--- src/rtl/scsi_cd_target.sv ---
// SCSI CD-ROM target: selection, command-in, data-in, status and message-in phases with REQ/ACK handshakes.
// Outputs are registered state decodes; every transition advances only on CE; bus reset returns to IDLE.
module scsi_cd_target #(
    parameter int TARGET_ID = 0,
    parameter int DESKEW    = 2
) (
    input  logic       CLK,
    input  logic       RES,
    input  logic       CE,
    input  logic [7:0] SCSI_DI,
    input  logic       SCSI_SELn,
    input  logic       SCSI_ATNn,
    input  logic       SCSI_ACKn,
    input  logic       SCSI_RSTn,
    output logic [7:0] SCSI_DO,
    output logic       SCSI_DOE,
    output logic       SCSI_BSYn,
    output logic       SCSI_REQn,
    output logic       SCSI_MSGn,
    output logic       SCSI_CDn,
    output logic       SCSI_IOn,
    output logic [7:0] CMD_BYTE,
    output logic       CMD_STB,
    output logic       CMD_END,
    input  logic [7:0] DIN_DATA,
    input  logic       DIN_VALID,
    input  logic       DIN_LAST,
    output logic       DIN_READY,
    input  logic       DIN_GO,
    input  logic       STAT_GO,
    input  logic [7:0] STAT_BYTE,
    output logic       BUSY
);

    typedef enum logic [2:0] {
        IDLE, SELECTED, COMMAND, WAIT_CTL, DATA_IN, STATUS, MSG_IN
    } state_t;

    typedef enum logic [1:0] {
        HS_IDLE, HS_SKEW, HS_REQ, HS_ACK
    } hs_t;

    localparam logic [2:0] ID        = 3'(TARGET_ID);
    localparam logic [7:0] SKEW_LAST = (DESKEW > 1) ? 8'(DESKEW - 1) : 8'd0;

    // Last byte index of the command descriptor block, from the opcode group code.
    function automatic logic [3:0] cmd_last(input logic [2:0] grp);
        case (grp)
            3'd0:       return 4'd5;
            3'd1, 3'd2: return 4'd9;
            3'd5:       return 4'd11;
            default:    return 4'd5;
        endcase
    endfunction

    state_t     state, n_state;
    hs_t        hs, n_hs;
    logic [7:0] skew_cnt, n_cnt;
    logic       req, n_req;
    logic [7:0] dout, n_dout;
    logic [7:0] cmd_byte, n_cmd_byte;
    logic       stb, n_stb;
    logic       endp, n_end;
    logic [3:0] byte_idx, n_idx;
    logic [3:0] last_idx, n_last_idx;
    logic       last_flag, n_last;

    logic       launch;
    logic [7:0] launch_byte;
    logic       byte_done;
    logic [3:0] cur_last;
    logic       atn_unused;

    assign atn_unused = SCSI_ATNn;
    assign cur_last   = (byte_idx == 4'd0) ? cmd_last(SCSI_DI[7:5]) : last_idx;

    always_ff @(posedge CLK or posedge RES) begin
        if (RES) begin
            state     <= IDLE;
            hs        <= HS_IDLE;
            skew_cnt  <= 8'd0;
            req       <= 1'b0;
            dout      <= 8'h00;
            cmd_byte  <= 8'h00;
            stb       <= 1'b0;
            endp      <= 1'b0;
            byte_idx  <= 4'd0;
            last_idx  <= 4'd5;
            last_flag <= 1'b0;
        end else if (CE) begin
            state     <= n_state;
            hs        <= n_hs;
            skew_cnt  <= n_cnt;
            req       <= n_req;
            dout      <= n_dout;
            cmd_byte  <= n_cmd_byte;
            stb       <= n_stb;
            endp      <= n_end;
            byte_idx  <= n_idx;
            last_idx  <= n_last_idx;
            last_flag <= n_last;
        end
    end

    always_comb begin
        n_state     = state;
        n_hs        = hs;
        n_cnt       = skew_cnt;
        n_req       = req;
        n_dout      = dout;
        n_cmd_byte  = cmd_byte;
        n_stb       = 1'b0;
        n_end       = 1'b0;
        n_idx       = byte_idx;
        n_last_idx  = last_idx;
        n_last      = last_flag;
        launch      = 1'b0;
        launch_byte = 8'h00;
        byte_done   = 1'b0;

        if (!SCSI_RSTn) begin
            n_state = IDLE;
            n_hs    = HS_IDLE;
            n_req   = 1'b0;
            n_dout  = 8'h00;
            n_cnt   = 8'd0;
        end else begin
            case (state)
                IDLE: begin
                    if (!SCSI_SELn && SCSI_DI[ID])
                        n_state = SELECTED;
                end
                SELECTED: begin
                    if (SCSI_SELn) begin
                        n_state = COMMAND;
                        n_hs    = HS_REQ;
                        n_req   = 1'b1;
                        n_idx   = 4'd0;
                    end
                end
                COMMAND: begin
                    case (hs)
                        HS_REQ: begin
                            if (!SCSI_ACKn) begin
                                n_req      = 1'b0;
                                n_hs       = HS_ACK;
                                n_cmd_byte = SCSI_DI;
                                n_stb      = 1'b1;
                                n_last_idx = cur_last;
                                n_end      = (byte_idx == cur_last);
                            end
                        end
                        HS_ACK: begin
                            if (SCSI_ACKn) begin
                                if (byte_idx == last_idx) begin
                                    n_state = WAIT_CTL;
                                    n_hs    = HS_IDLE;
                                end else begin
                                    n_req = 1'b1;
                                    n_hs  = HS_REQ;
                                    n_idx = byte_idx + 4'd1;
                                end
                            end
                        end
                        default: ;
                    endcase
                end
                WAIT_CTL: begin
                    if (DIN_GO) begin
                        n_state = DATA_IN;
                        n_hs    = HS_IDLE;
                    end else if (STAT_GO) begin
                        n_state     = STATUS;
                        launch      = 1'b1;
                        launch_byte = STAT_BYTE;
                    end
                end
                DATA_IN, STATUS, MSG_IN: begin
                    case (hs)
                        HS_IDLE: begin
                            // Only the data-in phase waits here for the controller to supply a byte.
                            if (state == DATA_IN && DIN_VALID) begin
                                launch      = 1'b1;
                                launch_byte = DIN_DATA;
                                n_last      = DIN_LAST;
                            end
                        end
                        HS_SKEW: begin
                            if (skew_cnt >= SKEW_LAST) begin
                                n_req = 1'b1;
                                n_hs  = HS_REQ;
                            end else begin
                                n_cnt = skew_cnt + 8'd1;
                            end
                        end
                        HS_REQ: begin
                            if (!SCSI_ACKn) begin
                                n_req = 1'b0;
                                n_hs  = HS_ACK;
                            end
                        end
                        HS_ACK: begin
                            if (SCSI_ACKn)
                                byte_done = 1'b1;
                        end
                        default: ;
                    endcase

                    if (byte_done) begin
                        n_hs = HS_IDLE;
                        case (state)
                            DATA_IN: begin
                                if (last_flag)
                                    n_state = WAIT_CTL;
                            end
                            STATUS: begin
                                n_state     = MSG_IN;
                                launch      = 1'b1;
                                launch_byte = 8'h00;
                            end
                            default: n_state = IDLE;
                        endcase
                    end
                end
                default: n_state = IDLE;
            endcase

            if (launch) begin
                n_dout = launch_byte;
                n_cnt  = 8'd0;
                if (DESKEW == 0) begin
                    n_req = 1'b1;
                    n_hs  = HS_REQ;
                end else begin
                    n_hs = HS_SKEW;
                end
            end
        end
    end

    assign BUSY      = (state != IDLE);
    assign SCSI_BSYn = ~BUSY;
    assign SCSI_REQn = ~req;
    assign SCSI_MSGn = ~(state == MSG_IN);
    assign SCSI_CDn  = ~(state == COMMAND || state == STATUS || state == MSG_IN);
    assign SCSI_IOn  = ~(state == DATA_IN || state == STATUS || state == MSG_IN);
    assign SCSI_DOE  = ~SCSI_IOn;
    assign SCSI_DO   = SCSI_DOE ? dout : 8'h00;
    assign CMD_BYTE  = cmd_byte;
    assign CMD_STB   = stb & CE;
    assign CMD_END   = endp & CE;
    assign DIN_READY = (state == DATA_IN) && (hs == HS_IDLE) && SCSI_RSTn;

endmodule

--- config.mk ---
export PLATFORM = sky130hd
export DESIGN_NAME = scsi_cd_target
export DESIGN_NICKNAME = d
export VERILOG_FILES = /design/src/rtl/scsi_cd_target.sv
export SDC_FILE = /design/constraint.sdc
export NUM_CORES = 1
export LEC_CHECK = 0
export ABC_AREA = 1
export BUFFER_PORTS_ARGS = -buffer_cell sky130_fd_sc_hd__buf_2
export CELL_PAD_IN_SITES_DETAIL_PLACEMENT = 1
export CELL_PAD_IN_SITES_GLOBAL_PLACEMENT = 1
export CORE_UTILIZATION = 39
export CTS_CLUSTER_SIZE = 14
export DETAILED_ROUTE_END_ITERATION = 12
export PLACE_DENSITY = 0.77
export SYNTH_ARGS = -nofsm -noshare
export SYNTH_HDL_FRONTEND = slang
export SYNTH_SLANG_ARGS = --single-unit
--- constraint.sdc ---
create_clock -name CLK -period 2.2 [get_ports CLK]
set_clock_uncertainty 0.15 [all_clocks]
set_input_delay 0.22 -clock CLK [delete_from_list [all_inputs] [get_ports CLK]]
set_output_delay 0.22 -clock CLK [all_outputs]
set_load 0.02 [all_outputs]
Yosys cells after proc, flatten, opt, wreduce, memory -nomap -nowiden
Index checks and enable logic that the tools add are counted.
- input port bits: 35
- bits in registers: 41
- output and inout port bits: 26
- logic and storage cells: 164
- multiplexer cells: 75
- $add $sub $neg: 2
- equality and inequality tests: 43
- bitwise gates (word level): 8
- reductions and logical operators: 24
- order comparisons: 1
- operators by type and width (operator ; count):
    $mux W8 ; 14
    $mux W3 ; 10
    $ne A4 B4 Y1 const B ; 7
    $mux W1 ; 25
    $mux W4 ; 5
    $mux W2 ; 9
    $pmux W4 S2 ; 2
    $pmux W8 S2 ; 1
    $reduce_and A8 Y1 ; 2
    $ne A3 B3 Y1 const B ; 5
    $pmux W3 S5 ; 1
    $eq A3 B3 Y1 const B ; 4
    $reduce_and A5 Y1 ; 2
    $eq A3 B2 Y1 const B ; 3
    $reduce_and A9 Y1 ; 1
    $add A8 B1 Y8 const B ; 1
    $eq A4 B4 Y1 ; 2
    $ge A8 B1 Y1 const B ; 1
    $ne A4 B2 Y1 const B ; 2
    $pmux W2 S2 ; 2
    $pmux W2 S4 ; 1
    $reduce_and A7 Y1 ; 1
    $eq A3 B1 Y1 const B ; 2
    $ne A2 B2 Y1 const B ; 3
    other kinds (29) ; 47

Logic depth before layout (Yosys ltp)
- depth after elaboration: 10
- gate-level depth with buffers: 11
- mapped depth without buffers: 11

Least setup slack after synthesis
No wires, ideal clock.
- path type: register to register
- start: register hs[0]
- end: register dout[0]
- required time: 1.929 ns
- cell stages (with the launch flop): 11
- period minus slack after synthesis: 1.715 ns
- setup time: 0.121 ns
- path buffers: 1
- path slack: 0.485 ns
- arrival time: 1.444 ns
- path through: dfrtp_1 ha_1 nand2_1 inv_1 nand2_1 nand4_1 nand2_1 inv_2 buf_6 nand2_1 o21ai_1
- longest elaborated chain between the ends: 9
- elaborated cells between the ends (all ways): 18
- classes of those cells: eq/ne (2); mux (14); reduce/logical (2)
- RTL lines (what ; line ; text):
    start: declaration ; 57 ; hs_t hs, n_hs;
    start signal: assignment ; 92 ; hs <= n_hs;
    $eq A2 B2 Y1 ; 179 ; case (hs)
    $mux W1 ; 179 ;
    $mux W1 ; 128 ; case (state)
    $mux W1 ; 121 ; if (!SCSI_RSTn) begin
    $mux W1 ; 209 ; if (byte_done) begin
    $pmux W1 S2 ; 128 ;
    $mux W1 ; 121 ;
    $ne A2 B1 Y1 (no line) ; - ;
    $reduce_and A2 Y1 (no line) ; - ;
    end signal: assignment ; 95 ; dout <= n_dout;
    end: declaration ; 60 ; logic [7:0] dout, n_dout;
Several ways; a longest one is shown, not always the timed one. The select of a mux whose other input is x is not followed.
A chain may end at the register's enable or synchronous reset.

Final worst setup path
- start: register state[1]
- end: output SCSI_DO[6]
- longest elaborated chain between the ends: 4
- elaborated cells between the ends (all ways): 6
- classes of those cells: eq/ne (3); mux (1); reduce/logical (2)
- RTL lines (what ; line ; text):
    start: declaration ; 56 ; state_t state, n_state;
    start signal: assignment ; 91 ; state <= n_state;
    $eq A3 B3 Y1 ; 246 ; assign SCSI_IOn = ~(state == DATA_IN || state == STATUS || state == MSG_IN);
    $logic_or A1 B1 Y1 ; 246 ;
    $logic_or A1 B1 Y1 * ; 246 ;
    $mux W8 * ; 248 ; assign SCSI_DO = SCSI_DOE ? dout : 8'h00;
    end: declaration ; 15 ; output logic [7:0] SCSI_DO,
Mark *: on every way between the ends. The rest lies on a longest branch, timed or not.

==> flow_metrics.tcl <==
set metrics [dict create \
    cts_tree "done" \
    cp_max_fo 9 \
    p_seq_share_pct 35.6 \
    total_power_mw 3.07 \
    grt_max_degree 42 \
    worstSetupPathType "flip-flop to output port" \
    post-route-util_pct 48.4 \
    fp-row-count 30 \
    hpwl_um 5660 \
    synth_warnings 0 \
    cts.htree.levels 2 \
    final_layout_size_suffix_gt1_share_pct 22.0 \
    swShare_pct 44.2 \
    synth_seq_cells 41 \
    post-route-min-period_ps 2080 \
    crit_required_ps 1830 \
    p_comb_share_pct 44.8 \
    clock-root-buffer "clkbuf_8" \
    io_pins 61 \
    wl_per_cell_um 13.0 \
    dp_cells 547 \
    ant_nets 0 \
    slowest_delay_ps 600 \
    post_drt_via_cell_ratio 4.84 \
    internal-power_mw 1.71 \
    hold_violations 0 \
    place.gp.congestion 0.805 \
    cts.path.max_buffers 2 \
    worstMarginPinSlew_ps 545 \
    worstSkewPairLatency_ps 290 \
    drc 0 \
    power.leakage_nw 1.80 \
    seq_area_frac_synth_pct 36.9 \
    first_pass_iters 4 \
    slowest_stage "dfrtp_1" \
    clk_pin_slew_ps 80 \
    max_freq_mhz 480 \
    cap_violations 0 \
    core_area_sq_um 6830 \
    vias 2705 \
    area_growth_pct 18.5 \
    initial_core_util_pct 40.8 \
    nets 506 \
    syn-cell-area_sq_um 2790 \
    fin_cells 559 \
    irDropWorstVdd_uv 374 \
    start_kind "flip-flop" \
    grt_pass1_vias 2672 \
    synthArstFlopShare_pct 100 \
    first_iter_violations 101 \
    diodes 0 \
    arrival_ps 1710 \
    totalWireLength_um 7290 \
    yosys_most_used_dff "dfrtp_1" \
    antenna_found_initial 0 \
    die_h_um 86.5 \
    power.share.clock_pct 19.6 \
    overflow 0 \
    synth_cells 399 \
    end_kind "output port" \
    drv_slew 0 \
    syn-num-nets 443 \
    path_cells "nand2_2 -> nand2_1 -> buf_4 -> nor2_1 -> buf_2" \
    finalSetupViolations 0 \
    holdCritPathClass "input port to flip-flop" \
    slew_headroom_pct 63.7 \
    grt_usage_pct 21.3 \
    ys_types 31 \
    p_per_area_nw_per_um2 930 \
    synth_edf_count 0 \
    min_period_over_period_pct 94.7 \
    fp.dieW_um 86.5 \
    status "finished, final reports clean" \
    place.port_buffers 59 \
    die-area_sq_um 7490 \
    numCtsBuffers 5 \
    hold_slack_ps 2.10 \
    cts_sinks 41 \
    rsz0062_at_grt "no" \
    fillers 925 \
    switching_power_mw 1.36 \
    grt_pass1_wl_um 12700 \
    syn_area_per_cell_sq_um 6.99 \
    setup_tns_ps 0 \
]
[worst max-delay path: cells and delay by family (launching register included)]
family        cells  cell delay [ps]
buf+inv           2              380
simple gates      3              440
flops             1              600
[placed cells by master (no fill, tap or decap), types with 2 or more instances in the layout]
cell type      count
nand2_1          110
buf_2             59
inv_1             51
nor2_1            43
nand3_1           39
dfrtp_1           37
o21ai_0           21
a21oi_1           14
nand4_1           10
o21ai_1           10
inv_2              9
ha_1               9
o21ai_2            7
buf_4              6
clkbuf_8           5
xor2_1             4
dlygate4sd3_1      4
nor2_8             3
nor3_1             3
nand2_4            2
dfstp_2            2
dfrtp_2            2
[final timing paths]
kind | start | to | slack, ps | depth (start not counted)
max in group asynchronous | RES | state[0] | 1040 | 4
hold / removal | SCSI_DI[4] | CMD_BYTE[4] | 2 | 3
hold reg to reg | CMD_BYTE[3] | CMD_BYTE[3] | 330 | 2
setup / recovery | state[1] | SCSI_DO[6] | 120 | 5
min in group asynchronous | RES | CMD_BYTE[3] | 450 | 4
setup reg to reg | hs[0] | skew_cnt[1] | 230 | 8
[kinds of logic after synthesis]
family / after synthesis / share of synthesized area [%]
buffers and inverters: 75 / 11.8
XOR/XNOR: 4 / 1.26
AO/OA/AOI/OAI: 55 / 11.0
flip-flops: 41 / 36.9
adder cells (fa/ha/maj): 9 / 4.04
AND/OR/NAND/NOR: 215 / 34.9
[layout make-up]
type	count	area (sq um)	share of cell area, %
clock inverters	2	35.0	1.06
repair buffers	69	380	11.5
multi-input cells	283	1430	43.3
well taps	96	120	3.64
inverters	62	235	7.12
clock buffers	6	72.6	2.20
flip-flops and latches	41	1030	31.2
[synthesized netlist by cell type, types with 2 or more instances]
| cell type | instances | area [sq um] |
|---|---|---|
| dfrtp_1 | 39 | 976 |
| nor2_8 | 3 | 60.1 |
| xor2_1 | 4 | 35.0 |
| o21ai_1 | 10 | 50.1 |
| nand2_4 | 2 | 22.5 |
| ha_1 | 9 | 113 |
| nor2_1 | 43 | 161 |
| nand2_1 | 110 | 413 |
| nand4_1 | 10 | 62.6 |
| o21ai_0 | 21 | 105 |
| a21oi_1 | 14 | 70.1 |
| buf_2 | 3 | 15.0 |
| buf_6 | 4 | 45.0 |
| o21ai_2 | 7 | 61.3 |
| nand3_1 | 39 | 195 |
| dfstp_2 | 2 | 52.6 |
| inv_2 | 10 | 37.5 |
| nor3_1 | 3 | 15.0 |
| inv_1 | 51 | 191 |
| buf_4 | 4 | 30.0 |
[metal layers]
| metal | vias to the layer above | GRT usage (%) | routed length (um) |
|---|---|---|---|
| met1 | 1284 | 30.1 | 3530 |
| met3 | 4 | 2.76 | 181 |
| li1 | 1383 | - | - |
| met5 | - | 0 | 0 |
| met2 | 34 | 35.5 | 3530 |
| met4 | 0 | 3.18 | 42 |
[stage by stage]
step	setup slack, ps	instance area (sq um)
after floorplan	485	2790
after global placement	206	3150
after detailed placement	175	3150
after CTS	20.7	3300
after global routing	16.6	3300
final	117	3300
[what timing repair did]
action | CTS | global route
buffers inserted | 0 | 0
hold buffers | 4 | 0
resized for setup | 0 | 4
endpoints found under the hold margin | 42 | 0
endpoints found under the setup margin | 0 | 16
[power groups by stage]
| stage | clock network [mW] | logic (mW) | registers (mW) |
|---|---|---|---|
| final | 0.603 | 1.38 | 1.09 |
| after global routing | 0.654 | 1.56 | 1.12 |
| after CTS | 0.632 | 1.39 | 1.09 |
| after detailed placement | 0 | 1.38 | 1.11 |
| after global placement | 0 | 1.34 | 1.10 |
| after floorplan | 0 | 1.02 | 1.09 |
[state kept, by name, summed over array words and instances (netlist names)]
register and count:
skew_cnt 8, hs 2, CMD_BYTE 8, byte_idx 4
dout 8, req 1, last_idx 4, stb 1
state 3, endp 1, last_flag 1
Note: power is estimated with default switching activity, not from simulation.
